**config.mk**
```make
export PLATFORM = sky130hd
export DESIGN_NAME = mmu_banked
export DESIGN_NICKNAME = d
export VERILOG_FILES = /design/src/rtl/mmu_banked.sv
export SDC_FILE = /design/constraint.sdc
export NUM_CORES = 1
export LEC_CHECK = 0
export ABC_AREA = 1
export BUFFER_PORTS_ARGS = -buffer_cell sky130_fd_sc_hd__buf_2
export CORE_UTILIZATION = 45
export DETAILED_ROUTE_END_ITERATION = 8
export PLACE_DENSITY = 0.77
export RECOVER_POWER = 100
export REMOVE_ABC_BUFFERS = 1
export SLEW_MARGIN = 20
export SYNTH_ARGS = -nofsm -noshare
export SYNTH_HDL_FRONTEND = slang
export SYNTH_SLANG_ARGS = --single-unit
```
**constraint.sdc**
```tcl
create_clock -name clk -period 2.05 [get_ports clk]
set_clock_uncertainty 0.05 [all_clocks]
set_input_delay 0.1025 -clock clk [delete_from_list [all_inputs] [get_ports clk]]
set_output_delay 0.1025 -clock clk [all_outputs]
set_load 0.02 [all_outputs]
```
**src/rtl/mmu_banked.sv**
```systemverilog
// Banked CPU-to-SDRAM address translator: one page register per address window,
// per-window write protection with a sticky fault, and a latched sdc_busy handshake.
module mmu_banked #(
    parameter int CPU_AW   = 16,
    parameter int WIN_BITS = 2,
    parameter int SDC_AW   = 25,
    parameter int DATA_W   = 32
) (
    input  logic              clk,
    input  logic              reset,
    input  logic [CPU_AW-1:0] cpu_addr,
    input  logic [7:0]        cpu_do,
    input  logic              sdc_cmd_wr,
    input  logic              sdc_cs,
    input  logic              sdc_rd,
    input  logic              sdc_wr,
    output logic              cpu_wait,
    output logic              cpu_ack,
    output logic [7:0]        cpu_di,
    output logic              fault,
    output logic [SDC_AW-1:0] sdc_addr,
    output logic [DATA_W-1:0] sdc_data_in,
    input  logic [DATA_W-1:0] sdc_data_out,
    output logic              sdc_cs_reg,
    output logic              sdc_rd_reg,
    output logic              sdc_wr_reg,
    input  logic              sdc_busy
);
    localparam int NWIN   = 2**WIN_BITS;
    localparam int OFS_W  = CPU_AW - WIN_BITS;
    localparam int PAGE_W = SDC_AW - OFS_W;

    typedef enum logic [1:0] {ST_IDLE, ST_ISSUE, ST_WAIT} state_t;
    state_t state, state_n;

    logic [NWIN-1:0][PAGE_W-1:0] page;
    logic [NWIN-1:0]             wp;
    logic                        rd_p0;
    logic                        busy_p0;

    logic [WIN_BITS-1:0] tr_win;
    logic [WIN_BITS-1:0] reg_win;
    logic [1:0]          reg_byte;
    logic [SDC_AW-1:0]   tr_addr;
    logic [PAGE_W-1:0]   page_cur;
    logic [PAGE_W-1:0]   page_b0;
    logic [PAGE_W-1:0]   page_b1;
    logic                req, req_rd, req_wr, prot_hit;
    logic                accept, start_issue, fault_set, ack_n, issue_done, rd_done;
    logic                unused_hi;

    assign unused_hi = ^sdc_data_out[DATA_W-1:8];
    assign cpu_wait  = (state != ST_IDLE);

    // Byte-lane merges are written with masks so narrow page widths need no special casing
    always_comb begin
        tr_win   = cpu_addr[CPU_AW-1:OFS_W];
        tr_addr  = {page[tr_win], cpu_addr[OFS_W-1:0]};
        reg_byte = cpu_addr[1:0];
        reg_win  = cpu_addr[WIN_BITS+1:2];
        page_cur = page[reg_win];
        page_b0  = (page_cur & ~PAGE_W'(8'hFF)) | PAGE_W'(cpu_do);
        page_b1  = (page_cur & PAGE_W'(8'hFF)) | PAGE_W'({cpu_do, 8'h00});
    end

    always_comb begin
        req         = sdc_cs & (sdc_rd | sdc_wr);
        req_rd      = sdc_rd;
        req_wr      = sdc_wr & ~sdc_rd;
        prot_hit    = req_wr & wp[tr_win];
        state_n     = state;
        accept      = 1'b0;
        start_issue = 1'b0;
        fault_set   = 1'b0;
        ack_n       = 1'b0;
        issue_done  = 1'b0;
        rd_done     = 1'b0;
        case (state)
            ST_IDLE: begin
                if (req) begin
                    accept = 1'b1;
                    if (prot_hit) begin
                        fault_set = 1'b1;
                        ack_n     = 1'b1;
                    end else begin
                        start_issue = 1'b1;
                        state_n     = ST_ISSUE;
                    end
                end
            end
            ST_ISSUE: begin
                if (busy_p0) begin
                    issue_done = 1'b1;
                    state_n    = ST_WAIT;
                end
            end
            ST_WAIT: begin
                if (!sdc_busy) begin
                    ack_n   = 1'b1;
                    rd_done = rd_p0;
                    state_n = ST_IDLE;
                end
            end
            default: state_n = ST_IDLE;
        endcase
    end

    always_ff @(posedge clk or negedge reset) begin
        if (!reset) begin
            state <= ST_IDLE;
        end else begin
            state <= state_n;
        end
    end

    // Control: busy is only captured while issuing, so a controller busy left over from IDLE is ignored
    always_ff @(posedge clk or negedge reset) begin
        if (!reset) begin
            cpu_ack    <= 1'b0;
            fault      <= 1'b0;
            sdc_cs_reg <= 1'b0;
            sdc_rd_reg <= 1'b0;
            sdc_wr_reg <= 1'b0;
            rd_p0      <= 1'b0;
            busy_p0    <= 1'b0;
        end else begin
            cpu_ack <= ack_n;
            busy_p0 <= (state == ST_ISSUE) & ~busy_p0 & sdc_busy;
            if (fault_set) begin
                fault <= 1'b1;
            end else if (sdc_cmd_wr && reg_byte == 2'd3) begin
                fault <= 1'b0;
            end
            if (accept) begin
                rd_p0 <= req_rd;
            end
            if (start_issue) begin
                sdc_cs_reg <= 1'b1;
                sdc_rd_reg <= req_rd;
                sdc_wr_reg <= req_wr;
            end else if (issue_done) begin
                sdc_cs_reg <= 1'b0;
                sdc_rd_reg <= 1'b0;
                sdc_wr_reg <= 1'b0;
            end
        end
    end

    always_ff @(posedge clk or negedge reset) begin
        if (!reset) begin
            sdc_addr    <= '0;
            sdc_data_in <= '0;
            cpu_di      <= '0;
        end else begin
            if (accept) begin
                sdc_addr    <= tr_addr;
                sdc_data_in <= DATA_W'(cpu_do);
            end
            if (rd_done) begin
                cpu_di <= sdc_data_out[7:0];
            end
        end
    end

    // Register writes are accepted in every state; in-flight requests already hold their address
    always_ff @(posedge clk or negedge reset) begin
        if (!reset) begin
            page <= '0;
            wp   <= '0;
        end else if (sdc_cmd_wr) begin
            case (reg_byte)
                2'd0:    page[reg_win] <= page_b0;
                2'd1:    page[reg_win] <= page_b1;
                2'd2:    wp[reg_win]   <= cpu_do[0];
                default: ;
            endcase
        end
    end
endmodule
```
* Word-level counts from Yosys, hierarchy flattened
Index checks and enable logic that the tools add are counted.
** Storage, ports and cells
- Flip-flop bits (word level) :: 98
- Input bits :: 63
- Output and inout bits :: 71
- Logic and storage cells :: 88
** Cells by class
- $lt $le $gt $ge :: 3
- Equality and inequality tests :: 9
- Mux-type cells :: 39
- Bitwise logic cells :: 10
- Reductions and logical operators :: 11
** Operators with widths (number)
- $bwmux 44 :: 2
- $pmux 44 s2 :: 1
- $bmux 11 s2 :: 2
- $mux 11 :: 3
- $demux 11 s2 :: 1
- $mux 1 :: 21
- $or 11x8->11 :: 1
- $or 8x11->11 :: 1
- $mux 2 :: 4
- $ne 2x2->1 const B :: 4
- $reduce_bool 2->1 :: 4
- $eq 2x2->1 const B :: 3
- $lt 2x3->1 const B :: 2
- $pmux 2 s3 :: 1
- $and 1x1->1 :: 5
- $bwmux 4 :: 1
- $eq 2x1->1 const B :: 2
- $logic_not 2->1 :: 2
- $reduce_and 2->1 :: 2
- $reduce_and 4->1 :: 1
- $bmux 1 s2 :: 1
- $demux 1 s2 :: 1
- $ge 2x1->1 const B :: 1
- $logic_and 1x1->1 :: 2
- other kinds (3) :: 4

* Depth between registers and ports, before layout
- Depth after elaboration :: 7
- Depth in mapped cells :: 9

* Worst setup path before layout
Ideal clock, no wire load.
- Path kind :: register to register
- Start point :: register state[0]
- End point :: register sdc_addr[10]
- Library setup time :: 0.117 ns
- Arrival :: 1.283 ns
- Data required time :: 1.883 ns
- Path slack :: 0.600 ns
- Cell stages (with the launch flop) :: 8
- Buffers on the path :: 2
- Clock period less this slack :: 1.450 ns
- Path through :: dfrtp_1 or2_1 nor2_4 inv_2 buf_6 buf_6 nand2_1 nand2_1
** On the way
- Cells in the longest elaborated chain, start to end :: 2
** Ends and longest elaborated chain
- start: declaration :: line 34 : state_t state, state_n;
- start signal: assignment :: line 112 : state <= state_n;
- $logic_not 2->1 :: line 78 : case (state)
- $mux 1 :: line 78
- end signal: assignment :: line 156 : sdc_addr <= tr_addr;
- end: declaration :: line 21 : output logic [SDC_AW-1:0] sdc_addr,
No other way between the ends.
A chain may end at the register's enable or synchronous reset.

* Worst setup path in the final report
- Start point :: register state[0]
- End point :: register sdc_addr[22]
The elaborated chain is that of the path after synthesis.

==> impl_metrics.json <==
{
  "hold_viol": 0,
  "grt_usage": 0.2321,
  "start_util": 0.4618,
  "required_ps": 2270,
  "worstSetupEndpointType": "flop",
  "max_freq_mhz": 541.0,
  "insertion_delay_ps": 380,
  "syn_inst": 575,
  "reg_top3": "page x44, sdc_addr x25",
  "portBuffers": 85,
  "synthTopCellsByArea": "dfrtp_1, nand2_1, nand3_1",
  "die_y_um": 104.7,
  "netlist_top_cells_count": "nand2_1, dfrtp_1, nor2_1",
  "power.density_nw_per_um2": 1121,
  "synth_top_area_cell": "dfrtp_1",
  "synth.most_common_cell": "nand2_1",
  "antennaDiodeCount": 0,
  "rsz0062_at_grt": "false",
  "pre_cts_ws_ps": 476.7,
  "start_kind": "flop",
  "netlist_area_um2": 4746,
  "grt_start_max_net_pins": 48,
  "final-instance-count-excl-fill": 828,
  "period_share": 0.9016,
  "cts.sinks": 98,
  "wl_per_cell_um": 14.67,
  "synth-main-ff-cell": "dfrtp_1",
  "grt_pass1_vias": 4265,
  "io_pins": 134,
  "setup-violations-final": 0,
  "cp_max_fo": 11,
  "post_drt_via_cell_ratio": 5.287,
  "clockRootBuffer": "clkbuf_8",
  "ys_warn_count": 0,
  "grt-ovfl-total": 0,
  "seq_area_frac_synth": 0.5167,
  "cellLeakagePower_nw": 2.773,
  "holdWs_ps": 4.213,
  "cts_setup_buffers": 0,
  "antenna_found_initial": 0,
  "largest_register": "page",
  "ant_nets": 0,
  "area.growth.synth_to_final_pct": 18.72,
  "drc": 1,
  "path_class": "flop to flop",
  "max_slew_margin": 0.1586,
  "synth_cell_types": 29,
  "grt_first_pass_wirelength_um": 20230,
  "layout.nets": 751,
  "largest_register_ff_count": 44,
  "violations": "design-rule violations",
  "clk_path_buf_depth": 2,
  "tightestPinTransition_ps": 1262,
  "yosys_register_bits": 98,
  "total_power_mw": 6.317,
  "wirelength_um": 12150,
  "async_flop_share": 1.000,
  "critPathArrivalTime_ps": 2070,
  "hold_class": "primary input to flop",
  "synth_area_per_cell_um2": 8.254,
  "cap_viol_max_count": 0,
  "cts_made_buffers": 9,
  "cts_tree": "done",
  "fin_ws_ps": 201.7,
  "row_count": 37,
  "vdd_drop_max_uv": 463.3,
  "slew_viol_final": 0,
  "fin_crit_ps": 1848,
  "dpl.cell_count": 781,
  "layout-drive-gt1-share": 0.1171,
  "finish.utilization": 0.5482,
  "gp_congestion": 0.8269,
  "drt_iter0_drc": 361,
  "cts-resized-gates": 0,
  "synth_edf_count": 0,
  "core_um2": 10280,
  "dieArea_um2": 10960,
  "dp.final_hpwl_um": 7631,
  "vias": 4378,
  "synth_top_area_frac": 0.5167,
  "htreeDepth": 3,
  "placed_area_um2": 5207,
  "status": "finished with violations",
  "final_area_um2": 5634,
  "dr.pass1.iters": 7,
  "die_w_um": 104.7,
  "holdBufCountCts": 32,
  "path_clk_slew_ps": 90,
  "fin_setup_tns_ps": 0
}
cell type report:
class                   instances  area [um2]
clock buffers                  11       141.4
clock inverters                 4       52.55
fillers                       967        4643
inverters                      46       175.2
multi-input cells             404        1869
flip-flops and latches         98        2452
well taps                     136       170.2
repair buffers                129       773.2
layer usage:
metal / track usage / routed length (um)
met5: 0 / 0
met4: 0.1187 / 289
met3: 0.03119 / 770
met2: 0.3851 / 5928
met1: 0.2974 / 5158
final timing paths:
check | depth (start not counted) | slack (ps) | end | start
worst max register to register | 5 | 200 | sdc_addr[22] | state[0]
max in group asynchronous | 3 | 430 | page[38] | reset
worst max-delay path | 5 | 200 | sdc_addr[22] | state[0]
worst min register to register | 2 | 420 | sdc_addr[4] | sdc_addr[4]
min in group asynchronous | 2 | 480 | cpu_di[6] | reset
worst min-delay path | 3 | 4 | sdc_addr[1] | cpu_addr[1]
where the power goes:
| part | internal [mW] | switching [mW] | leakage [nW] |
|---|---|---|---|
| Sequential | 2.57 | 0.351 | 1.20 |
| Clock | 0.591 | 0.663 | 0.0877 |
| Combinational | 0.670 | 1.48 | 1.49 |
| Total | 3.83 | 2.49 | 2.77 |
layout by cell type, fill, tap and decap left out, types with 7 or more instances in the layout:
cell           instances
a31oi_1               12
dlygate4sd3_1         32
dfrtp_1               98
buf_2                 36
nor3_1                18
nand2_1              144
o21ai_0               41
a21oi_1               36
conb_1                24
inv_1                 38
nor2_1                51
nand3_1               45
inv_2                  7
clkbuf_8              10
mux2_2                 8
clkbuf_1              51
cells by family after synthesis:
logic type      count (synthesis)  synth area share
flops                          98            0.5167
buf+inv                        96            0.1055
other cells                     1         0.0007902
simple gates                  265            0.2344
mux                             8           0.01898
compound gates                107            0.1236
worst max-delay path, cell delays in order (launching register included):
cell	delay [ps]
dfrtp_1	410
or2_0	290
nor2_4	180
clkbuf_1	480
nand3_1	180
o21a_1	140
No activity file was read; power rests on OpenSTA's default activity.
